## src/rtl/mem_arb_pkg.sv

```systemverilog
// Shared types and parameter bounds for the IF/MEM data-memory port arbiter.
package mem_arb_pkg;

    typedef enum logic [0:0] {
        IDLE    = 1'b0,
        RD_WAIT = 1'b1
    } arb_state_e;

    typedef enum logic [0:0] {
        OWN_IF  = 1'b0,
        OWN_MEM = 1'b1
    } owner_e;

    localparam int ADDR_W_DEF       = 12;
    localparam int DATA_W_DEF       = 16;
    localparam int RD_LAT_MIN       = 1;
    localparam int RD_LAT_MAX       = 4;
    localparam int STARVE_LIMIT_MIN = 1;
    localparam int STARVE_LIMIT_MAX = 15;
    localparam int LAT_CNT_W        = 3;
    localparam int STARVE_CNT_W     = 4;

    // True on the last wait cycle of a read, when memory data is on the bus.
    function automatic logic lat_final(input logic [LAT_CNT_W-1:0] cnt, input int rd_lat);
        return (cnt == LAT_CNT_W'(rd_lat - 1));
    endfunction

endpackage

```

## src/rtl/mem_rd_tracker.sv

```systemverilog
// Tracks the single outstanding read: latency counter plus the owner that will
// receive the data, and flags the cycle on which the memory data is valid.
module mem_rd_tracker
    import mem_arb_pkg::*;
#(
    parameter int RD_LAT = 2
) (
    input  logic   clk,
    input  logic   rst,
    input  logic   busy,
    input  logic   start,
    input  owner_e start_owner,
    output logic   final_cyc,
    output owner_e owner
);

    logic [LAT_CNT_W-1:0] cnt_r;
    owner_e               owner_r;
    logic                 final_s;

    assign final_s   = busy & lat_final(cnt_r, RD_LAT);
    assign final_cyc = final_s;
    assign owner     = owner_r;

    // Counter restarts on every read grant, including one issued on a final cycle.
    always_ff @(posedge clk) begin
        if (rst) begin
            cnt_r   <= {LAT_CNT_W{1'b0}};
            owner_r <= OWN_IF;
        end else if (start) begin
            cnt_r   <= {LAT_CNT_W{1'b0}};
            owner_r <= start_owner;
        end else if (busy && !final_s) begin
            cnt_r   <= cnt_r + LAT_CNT_W'(1);
            owner_r <= owner_r;
        end else begin
            cnt_r   <= cnt_r;
            owner_r <= owner_r;
        end
    end

endmodule

```

## src/rtl/mem_port_arbiter.sv

```systemverilog
// Shares the single-ported data memory between IF fetches and MEM loads/stores.
// Optional IF starvation guard is enabled by defining ARB_STARVE_GUARD_EN.
module mem_port_arbiter
    import mem_arb_pkg::*;
#(
    parameter int ADDR_W       = ADDR_W_DEF,
    parameter int DATA_W       = DATA_W_DEF,
    parameter int RD_LAT       = 2,
    parameter int STARVE_LIMIT = 4
) (
    input  logic              clk,
    input  logic              rst,
    input  logic              if_req,
    input  logic [ADDR_W-1:0] if_addr,
    output logic              if_gnt,
    output logic              if_rvalid,
    output logic [DATA_W-1:0] if_rdata,
    input  logic              mem_req,
    input  logic              mem_we,
    input  logic [ADDR_W-1:0] mem_addr,
    input  logic [DATA_W-1:0] mem_wdata,
    output logic              mem_gnt,
    output logic              mem_rvalid,
    output logic [DATA_W-1:0] mem_rdata,
    output logic [ADDR_W-1:0] Memory_addressbus,
    output logic [DATA_W-1:0] Memory_wdata,
    input  logic [DATA_W-1:0] Memory_rdata,
    output logic              Memory_enable,
    output logic              Memory_writemode
);

    localparam logic [0:0] S_IDLE    = IDLE;
    localparam logic [0:0] S_RD_WAIT = RD_WAIT;

    if (RD_LAT < RD_LAT_MIN || RD_LAT > RD_LAT_MAX) begin : g_bad_rd_lat
        $error("mem_port_arbiter: RD_LAT out of range");
    end
    if (STARVE_LIMIT < STARVE_LIMIT_MIN || STARVE_LIMIT > STARVE_LIMIT_MAX) begin : g_bad_starve
        $error("mem_port_arbiter: STARVE_LIMIT out of range");
    end

    logic [0:0] state_r;
    logic       rst_q_r;
    logic       out_en_s;
    logic       rd_final_s;
    owner_e     rd_owner_s;
    logic       slot_s;
    logic       force_if_s;
    logic       if_win_s;
    logic       mem_win_s;
    logic       rd_grant_s;
    logic       rvalid_s;

    // Nothing is granted or returned while rst is high or in the cycle after.
    assign out_en_s   = ~rst & ~rst_q_r;
    assign slot_s     = out_en_s & ((state_r == S_IDLE) | rd_final_s);
    assign rd_grant_s = if_win_s | (mem_win_s & ~mem_we);
    assign rvalid_s   = out_en_s & rd_final_s;

`ifdef ARB_STARVE_GUARD_EN
    logic [STARVE_CNT_W-1:0] starve_cnt_r;

    assign force_if_s = (starve_cnt_r == STARVE_CNT_W'(STARVE_LIMIT));

    // Counts slots lost by a waiting IF request; any IF grant or drop clears it.
    always_ff @(posedge clk) begin
        if (rst) begin
            starve_cnt_r <= {STARVE_CNT_W{1'b0}};
        end else if (!if_req || if_win_s) begin
            starve_cnt_r <= {STARVE_CNT_W{1'b0}};
        end else if (mem_win_s && !force_if_s) begin
            starve_cnt_r <= starve_cnt_r + STARVE_CNT_W'(1);
        end else begin
            starve_cnt_r <= starve_cnt_r;
        end
    end
`else
    assign force_if_s = 1'b0;
`endif

    // Fixed MEM-over-IF priority, overridden only by the starvation guard.
    always_comb begin
        if_win_s  = 1'b0;
        mem_win_s = 1'b0;
        if (!slot_s) begin
            if_win_s  = 1'b0;
            mem_win_s = 1'b0;
        end else if (force_if_s && if_req) begin
            if_win_s = 1'b1;
        end else if (mem_req) begin
            mem_win_s = 1'b1;
        end else if (if_req) begin
            if_win_s = 1'b1;
        end else begin
            if_win_s  = 1'b0;
            mem_win_s = 1'b0;
        end
    end

    // A read granted on a final cycle keeps the FSM in RD_WAIT back-to-back.
    always_ff @(posedge clk) begin
        if (rst) begin
            state_r <= S_IDLE;
            rst_q_r <= 1'b1;
        end else begin
            rst_q_r <= 1'b0;
            if (rd_grant_s) begin
                state_r <= S_RD_WAIT;
            end else if (rd_final_s) begin
                state_r <= S_IDLE;
            end else begin
                state_r <= state_r;
            end
        end
    end

    mem_rd_tracker #(
        .RD_LAT (RD_LAT)
    ) u_rd_tracker (
        .clk         (clk),
        .rst         (rst),
        .busy        (state_r == S_RD_WAIT),
        .start       (rd_grant_s),
        .start_owner (if_win_s ? OWN_IF : OWN_MEM),
        .final_cyc   (rd_final_s),
        .owner       (rd_owner_s)
    );

    // Memory bus and handshake outputs; everything rests at zero when unused.
    always_comb begin
        if_gnt            = if_win_s;
        mem_gnt           = mem_win_s;
        Memory_enable     = if_win_s | mem_win_s;
        Memory_addressbus = {ADDR_W{1'b0}};
        Memory_writemode  = 1'b0;
        Memory_wdata      = {DATA_W{1'b0}};
        if (mem_win_s) begin
            Memory_addressbus = mem_addr;
            Memory_writemode  = mem_we;
            Memory_wdata      = mem_we ? mem_wdata : {DATA_W{1'b0}};
        end else if (if_win_s) begin
            Memory_addressbus = if_addr;
        end else begin
            Memory_addressbus = {ADDR_W{1'b0}};
        end
        if_rvalid  = rvalid_s & (rd_owner_s == OWN_IF);
        mem_rvalid = rvalid_s & (rd_owner_s == OWN_MEM);
        if_rdata   = if_rvalid ? Memory_rdata : {DATA_W{1'b0}};
        mem_rdata  = mem_rvalid ? Memory_rdata : {DATA_W{1'b0}};
    end

endmodule
```

## config.mk

```make
export PLATFORM = sky130hd
export DESIGN_NAME = mem_port_arbiter
export DESIGN_NICKNAME = d
export VERILOG_FILES = /design/src/rtl/mem_arb_pkg.sv /design/src/rtl/mem_rd_tracker.sv /design/src/rtl/mem_port_arbiter.sv
export SDC_FILE = /design/constraint.sdc
export NUM_CORES = 1
export LEC_CHECK = 0
export ABC_CLOCK_PERIOD_IN_PS = 2300
export CORE_MARGIN = 1
export CORE_UTILIZATION = 23
export DETAILED_ROUTE_END_ITERATION = 8
export GPL_TIMING_DRIVEN = 0
export PLACE_DENSITY = 0.8
export SLEW_MARGIN = 20
export SYNTH_ARGS = -nofsm -noshare
export SYNTH_HDL_FRONTEND = slang
export SYNTH_SLANG_ARGS = --single-unit
```

## constraint.sdc

```tcl
create_clock -name clk -period 2.3 [get_ports clk]
set_input_delay 0.46 -clock clk [delete_from_list [all_inputs] [get_ports clk]]
set_output_delay 0.46 -clock clk [all_outputs]
set_load 0.005 [all_outputs]
```

==> results list, run 1 <==
* Result of the run: finished clean
- Total inserted antenna cells: 0
- After detailed routing, the number of vias per cell comes to 4.391.
- Root buffer cell: clkbuf_8
* Vertical extent of the die: 63 µm
- Of the post-synthesis cell area, the dominant cell type holds 0.3509.
- Of the total synthesized cell area, the portion taken by XOR and XNOR cells is 0.
- On the final layout, the worst clock skew is around 0.0015 ns.
- The worst-case IR drop observed on VDD is 0.3453 mV.
- Leakage component of the power: 1.220 nW
* First-pass GRT wire length: 6251 µm
- Of the synthesized area, sequential elements account for 0.1404.
- In this run, distinct cell masters in the synthesized netlist total 23.
- Net load switching power: 127.2 µW
- The signal on the critical path passes through buf_8 -> or2_4 -> buf_12 -> nor4b_4 -> buf_4 -> buf_6 -> buf_4 -> and2_1 -> buf_2.
- Yosys reg bits: 6
- The tightest min-delay check is of the input pin to register type.
- Input and output buffers added on the ports amount to 125.
* Area grow syn2layout: 168.1%
* Post-synth net total: 184
* Clock power frac: 0.325
- Headroom to the max-slew limit: 0.7166
* Final number of setup-violating endpoints: 0
- Area of the core: 0.003442 mm²
- Hold repair after CTS inserted 0 buffers.
- Highest fanout seen on the critical path: 8
* Number of instances in the placed design: about 300
- The share of total power dissipated in combinational logic is 0.448.
- For this run, the top clock speed supported by timing is 442.9 MHz.
* GPL Wtd Cong: ~0.69
- Fraction of the mapped netlist area in adder cells: 0.02924
* Ratio of final minimum period to clock period: 0.9816
- Synthesis produced a netlist whose cell count is roughly 120.
- Proportion of power drawn by flip-flops and latches: 0.227
- The initial utilization of the core area, before any placement, comes to 0.2486.
- Setup repair after global routing could not meet its margin everywhere.
* Via count of the first global-routing pass: 1379
- Insertion delay to the later sink of the worst-skew pair: 0.23 ns
- Net count, final: 339
- The cell that appears most often on the critical path is buf_4.
- After detailed routing, the average wire length per cell comes to between 10 and 15 µm.
- Of the total synthesized cell area, the portion taken by AND, OR, NAND and NOR gates is 0.5760.
- The number of antenna violations at the first check in global routing was 0.
- Worst hold slack across all endpoints: roughly 0.36 ns
- Largest net degree at the start of global routing: 11
- For this run, the total global-route usage over all layers was measured as 0.1954.
* Half-perimeter wire length of the detailed placement result: 2898 µm
- Slowest cell delay on critical path: roughly 0.26 ns
- Max capacitance violation total: 0
- Crit Path Class: input pin to output pin
* Sum of negative setup slack: 0 ns
- The layout has 332 filler cells.
* Std cell rows: 21
* Asr flop ratio synth: 0
- The total overflow left after global routing is 0.
- Of all cell types, the one taking the most synthesized area is and2_1.
* Area of the die: 0.003969 mm²
* Total Wirelength: 3924 µm
- Cells taking the most area after synthesis: and2_1, dfxtp_1, a22oi_1
- Pint: 377.8 µW
* Power density over cell area: 220.0 mW/mm²
* Worst setup slack for register-to-register paths: 0.78 ns
- Width of the die: 63 µm
* DR iter-0 viols: 30
- Excluding fillers, the count of instances in the completed layout stands at between 300 and 400.
- Dominant combinational cell family by area after synthesis: simple AND/OR/NAND/NOR gates
- DRC violations left: 0
- The final-report hold violation count is 0.
- Most repeated cell in the gate-level netlist after synthesis: and2_1
- H-tree levels: 1
- Syn avg cell area: ~7.1 µm²
* Fraction of final layout cells sized beyond drive strength 1: 0.2920
- Number of warning messages in the yosys log: 0
- Maximum number of buffers from clock root to sink: 2
- Syn Std Cell Area: 855.8 µm²
- The worst register-to-register path begins at u_rd_tracker.cnt_r[1].
* Post-layout min period: 2.258 ns
- After clock tree synthesis, the clock-pin slew on the worst setup and hold paths is 0.04 ns.
* Hold path startpoint: rst
- The number of max-slew violations in the final report is 0.
* Length of the first detailed-routing pass in iterations: 4
* Number of enable-type register cells in the synthesized netlist: 0
- STA classifies the critical path startpoint as an input pin.
* Vias after detailed routing: 1405
- For the worst setup path, the data arrival time is 1.80 ns.
- Among all flip-flop cells after synthesis, the most frequent one is dfxtp_1.
* Remaining antenna violation count after routing: 0
- Synth Area in Compound Gates: 0.1813
- Clock tree from TritonCTS: yes
* Timing startpoint of the critical path: rst
- At the worst endpoint, the required time is 1.84 ns.
- Total clock buffers created by CTS: 3
- 127 I/O pins were placed.
* Worst slew pin tran: 0.4252 ns
- CTS saw 6 sinks.
- The commonest cells after synthesis are and2_1, nor2_1, a22oi_1, dfxtp_1, a21oi_1.
- Worst path slowest cell: or2_4
- Switch share: 0.2518
- The portion of synthesized area spent on multiplexers is 0.
* Critical Path End Type: output pin
## layer usage
layer,part of all wire,wire (µm),up-vias,GRT usage
met3,0.086,338,10,0.04745
met2,0.53,2082,83,0.3925
met4,0.021,82,0,0.06686
li1,-,-,713,-
met5,0,0,-,0
met1,0.36,1420,599,0.1876
## power by group through the flow
stage,Sequential [mW],Combinational (mW),Clock [mW]
6_report,0.115,0.226,0.164
5_1_grt,0.115,0.246,0.170
4_1_cts,0.115,0.223,0.167
3_5_place_dp,0.116,0.203,0
3_3_place_gp,0.115,0.201,0
2_1_floorplan,0.115,0.0596,0
## worst max-delay path: cells and delay by family
kind                   cells  cell delay (ns)
buffers and inverters      6             0.71
AND/OR/NAND/NOR            3             0.63
## worst paths after layout
check | to | cells after the start
max | mem_rdata[0] | 9
min | rst_q_r | 1
max reg2reg | u_rd_tracker.owner | 7
min reg2reg | u_rd_tracker.owner | 2
## cells in the final DEF (no fill, tap or decap), drive strengths merged, types with 2 or more instances in the layout
cell,n
clkbuf,19
nor2,15
buf,48
nand2,3
nand2b,3
ha,2
and2,48
a21oi,5
o31ai,2
clkdlybuf4s15,2
dlygate4sd2,34
dfxtp,6
nor3,4
clkdlybuf4s50,57
a22oi,12
inv,4
a21o,2
## sequential cells by signal, indices dropped and copies added, names as in the netlist
| name | count |
|---|---|
| rst_q_r | 1 |
| u_rd_tracker.cnt_r | 3 |
| state_r | 1 |
| u_rd_tracker.owner | 1 |
## timing repair
item | CTS | global route
setup endpoints to repair | 66 | 28
cloned | 3 | 0
buffers inserted | 22 | 3
pin swaps | 14 | 10
resized for setup | 155 | 28
## cell families (layout without fill, tap and decap cells)
logic type | count (synthesis) | in the layout
AOI/OAI and AO/OA | 22 | 22
adders and majority gates | 2 | 2
buffers and inverters | 12 | 165
DFF | 6 | 6
and+or+nand+nor | 79 | 79
## cell type report
cell class              count  area, µm²  area share
repair buffers            151       1296      0.5649
multi-input cells         103      705.7      0.3075
flip-flops and latches      6      122.6     0.05344
well taps                  46      57.56     0.02508
plain buffers               7      56.30     0.02454
clock buffers               3      41.29     0.01799
inverters                   4      15.01    0.006543
## stage by stage
step             util  instance area [µm²]  worst slack (ns)  total power [mW]
2_1_floorplan       -                855.8            0.3635            0.1742
3_3_place_gp   0.6289                 2165           -0.8465            0.3166
3_5_place_dp   0.6289                 2165           -0.8393            0.3188
4_1_cts        0.6747                 2322          -0.03700            0.5049
5_1_grt        0.6667                 2295          -0.03248            0.5307
6_report       0.6667                 2295           0.04229            0.5049
No activity file was read; power rests on OpenSTA's default activity.
==> inputs of run 2 (changes only) <==
CORE_UTILIZATION = 24   (was 23)
PLACE_DENSITY = 0.82   (was 0.8)
SYNTH_HIERARCHICAL = 1   (was unset)
==> run 2 against run 1 <==
  * The run now ends with setup timing left
  * Utilization increased by 17 points
  * Setup slack got worse by 0.42 ns
  * Total power fell by 3.2%
  * Sequential share of layout area shrank 1.0 points
  * Critical path depth is 1 higher
  * Largest cell class unchanged
  * First-iteration DRC count is 53% lower
  * Cell count grew 4.1%
  * Worst hold slack better by 0.19 ns
==> results list, run 2 <==
- In the final layout, the multi-input gates occupy between 800 and 900 µm².
- Yosys reg bits: 6
- Summed over all layers, the global routing overflow is 0.
- The checks that failed: setup timing.
- Across the run, the number of max-cap violations was 0.
- Worst EP required: 1.84 ns
- Power density over cell area: between 150 and 200 mW/mm²
- Slowest cell delay on critical path: 0.32 ns
- DR iter-0 viols: 14
* Clock Sinks: 6
* Post-synthesis instance total: approximately 110
- The number of antenna diodes in the final layout is 0.
- Area of the core: around 0.0034 mm²
- For this run, the detailed router's first-pass iteration total came to 4.
- Walking the worst path, the cells encountered are inv_2 -> ha_4 -> or2b_1 -> nor2_2 -> and2b_2 -> nor3b_4 -> buf_6 -> buf_6 -> and3_4 -> buf_6.
- The number of cells on the worst reg-to-reg path is 12.
* Crit Path Class: register to output pin
- End point of the most critical hold path: u_rd_tracker/cnt_r[1]
* Commonest non-fill, non-tap cell in the layout: buf_6
* Net count, final: 352
* Cell type contributing the most total cell area after synthesis: and2_1
- Via count of the first global-routing pass: around 1400
- Worst Hold Class: register to register
- Final number of setup-violating endpoints: 66
- Result of the run: finished with violations
* H-tree levels: 1
- Launching point of the worst reg2reg path: u_rd_tracker/cnt_r[1]
* Sequential cell area fraction in the yosys report: 0.1387
* Number of top-level pins: about 130
- Counting both buffers and inverters, the worst setup path holds a total of 4.
- After detailed routing, the number of vias per cell comes to 4.616.
- Unique masters post-synth: 26
- After filler insertion, the fill cell instance count of the layout stands at a little under 200.
* Worst setup slack for register-to-register paths: 0.06 ns
- Fin Clk Skew: approximately 0.0020 ns
- Remaining antenna violation count after routing: 0
* Family of cells with the greatest summed delay on the critical path: simple AND/OR/NAND/NOR gates
* Storage element area: 122.6 µm²
- u_rd_tracker/cnt_r holds more flip-flops than any other register.
* Half-perimeter wire length of the detailed placement result: between 2000 and 3000 µm
- Of the cells placed in the final design, the portion with a size suffix greater than 1 is 0.6307.
- Data arrival time of the worst path: 2.22 ns
- Adding up every negative setup slack in the final design gives -17.48 ns.
- TritonCTS built the clock tree.
- Std cell rows: 21
- In the final routed layout, each cell accounts on average for 14.62 µm.
- Largest net degree at the start of global routing: 11
- Area of the die: 0.003852 mm²
- Highest fanout seen on the critical path: 5
* Worst Setup Slack post-DPL: -0.7571 ns
- For this run, the leading register cell type out of synthesis is dfxtp_1.
* Ratio of final minimum period to clock period: 1.166
* Highest-count cells in the layout ignoring fill and taps: buf_6, clkdlybuf4s50_1, and2_4
* Vertical extent of the die: 62.07 µm
- Area grow syn2layout: 226.6%
* First-pass GRT wire length: 5727 µm
- Number of flip-flops under the largest register name: 3
- Static timing analysis puts the maximum clock frequency at 373.0 MHz.
- Width of the die: 62.07 µm
- Maximum number of buffers from clock root to sink: 2
* GPL Wtd Cong: 0.7410
- Asr flop ratio synth: 0
* Most repeated cell in the gate-level netlist after synthesis: and2_1
- Worst hold slack across all endpoints: 0.5479 ns
* Total count of hold-check failures in the final report: 0
- Headroom to the max-slew limit came out at 0.7550.
- Initial antenna violation count: 0
* Vias after detailed routing: 1537
- On the critical path, the stage with the largest delay is an instance of dfxtp_2.
- STA classifies the critical path startpoint as a register.
- Post-synth net total: 172
- A synthesized cell averages 7.943 µm².
- After synthesis the cells add up to 865.8 µm².
- After clock tree synthesis, the clock-pin slew on the worst setup and hold paths is roughly 0.040 ns.
- Number of warning messages in the yosys log: 6
- Synth cell count leaders: and2_1, and3_1, a22o_1, buf_6, dfxtp_1
* Worst slew pin tran: 0.3675 ns
* Root buffer cell: clkbuf_4
- Global-route usage over all layers: 0.1992
* Area share of the leading cell type in the synthesized netlist: 0.2312
* Critical Path End Type: output pin
- RR Endpoint: u_rd_tracker/owner
- Counting stages on the worst path, the most repeated cell is buf_6.
* Unrepaired setup endpoints after global routing: yes
* Post-layout min period: 2.681 ns
- Cells taking the most area after synthesis: and2_1, dfxtp_1, a22o_1
- Slew Viols, Final: 0
- IO Port Bufs: 126
* Total clock buffers created by CTS: 3
- Starting utilization of the core area: 0.2554
* Total placed instance area: 0.002185 mm²
- DRC violations left: 0
- Number of cells traversed by the worst hold path: 2
- After routing the design area is between 0.002 and 0.003 mm².
- VDD sags by at most 0.1470 mV.
- Hold path startpoint: u_rd_tracker/cnt_r[0]
- The routed design has ~4900 µm of wire.
* Number of enable-type register cells in the synthesized netlist: 0
- Leakage component of the power: 1.385 nW
* Final setup slack of the worst path: -0.3808 ns
- Insertion delay to the later sink of the worst-skew pair: 0.24 ns
-- run 2: through the flow --
step	util	cells	power, mW
floorplan	-	109	0.1862
global placement	0.6445	281	0.3324
detailed placement	0.6445	281	0.3361
CTS	0.7161	326	0.4673
global route	0.8343	333	0.5215
finish	0.8343	333	0.4887
-- run 2: logic make-up after synthesis --
kind of cell	after synthesis	synth area share
flip-flops	6	0.1387
multiplexers	2	0.02312
adder cells (fa/ha/maj)	2	0.02890
AO/OA/AOI/OAI	18	0.1720
AND/OR/NAND/NOR	68	0.5289
buffers and inverters	13	0.1084
-- run 2: worst max-delay path by stage --
stage,startpoint,end,depth (start not counted)
5_1_grt,u_rd_tracker/cnt_r[1],Memory_wdata[7],10
4_1_cts,u_rd_tracker/cnt_r[1],Memory_wdata[0],11
3_5_place_dp,rst,if_rdata[10],7
3_3_place_gp,rst,if_rdata[14],7
6_report,u_rd_tracker/cnt_r[1],Memory_wdata[6],10
2_1_floorplan,u_rd_tracker/cnt_r[0],Memory_wdata[10],7
-- run 2: worst reg2reg max path, delay by kind of cell, from the launching register on --
| kind | cells | cell delay [ns] |
|---|---|---|
| muxes | 1 | 0.21 |
| adders and majority gates | 1 | 0.12 |
| and+or+nand+nor | 5 | 0.90 |
| buffers and inverters | 5 | 0.55 |
| DFF | 1 | 0.32 |
-- run 2: power breakdown --
part	internal (mW)	leakage, nW	switching (mW)	total (mW)
clock	0.0591	0.0138	0.0394	0.0985
combinational	0.184	1.32	0.0881	0.272
sequential	0.112	0.0501	0.00631	0.119
total	0.355	1.38	0.134	0.489
-- run 2: what timing repair did --
action / 4_1_cts / 5_1_grt
hold buffers: 0 / 0
endpoints found under the setup margin: 66 / 67
buffers inserted: 37 / 15
resized for setup: 317 / 82
cloned: 5 / 0
pin swaps: 39 / 20
-- run 2: cell type report --
cell class / instances / share of cell area
Buffer: 6 / 0.02124
Clock buffer: 3 / 0.007965
Inverter: 5 / 0.006637
Multi-Input combinational cell: 90 / 0.2867
Sequential cell: 6 / 0.04336
Tap cell: 46 / 0.02035
Timing Repair Buffer: 177 / 0.6137
-- run 2: routing by layer --
metal	track usage	routed length, µm	vias up
li1	-	-	741
met1	0.1955	1615	694
met2	0.4012	2593	94
met3	0.05383	610	8
met4	0.05397	47	0
met5	0	0	-
==> inputs of run 3 (changes only) <==
ABC_CLOCK_PERIOD_IN_PS = unset   (was 2300)
==> results of run 3 <==
Final layout, timing and power as in run 2 (identical DEF).
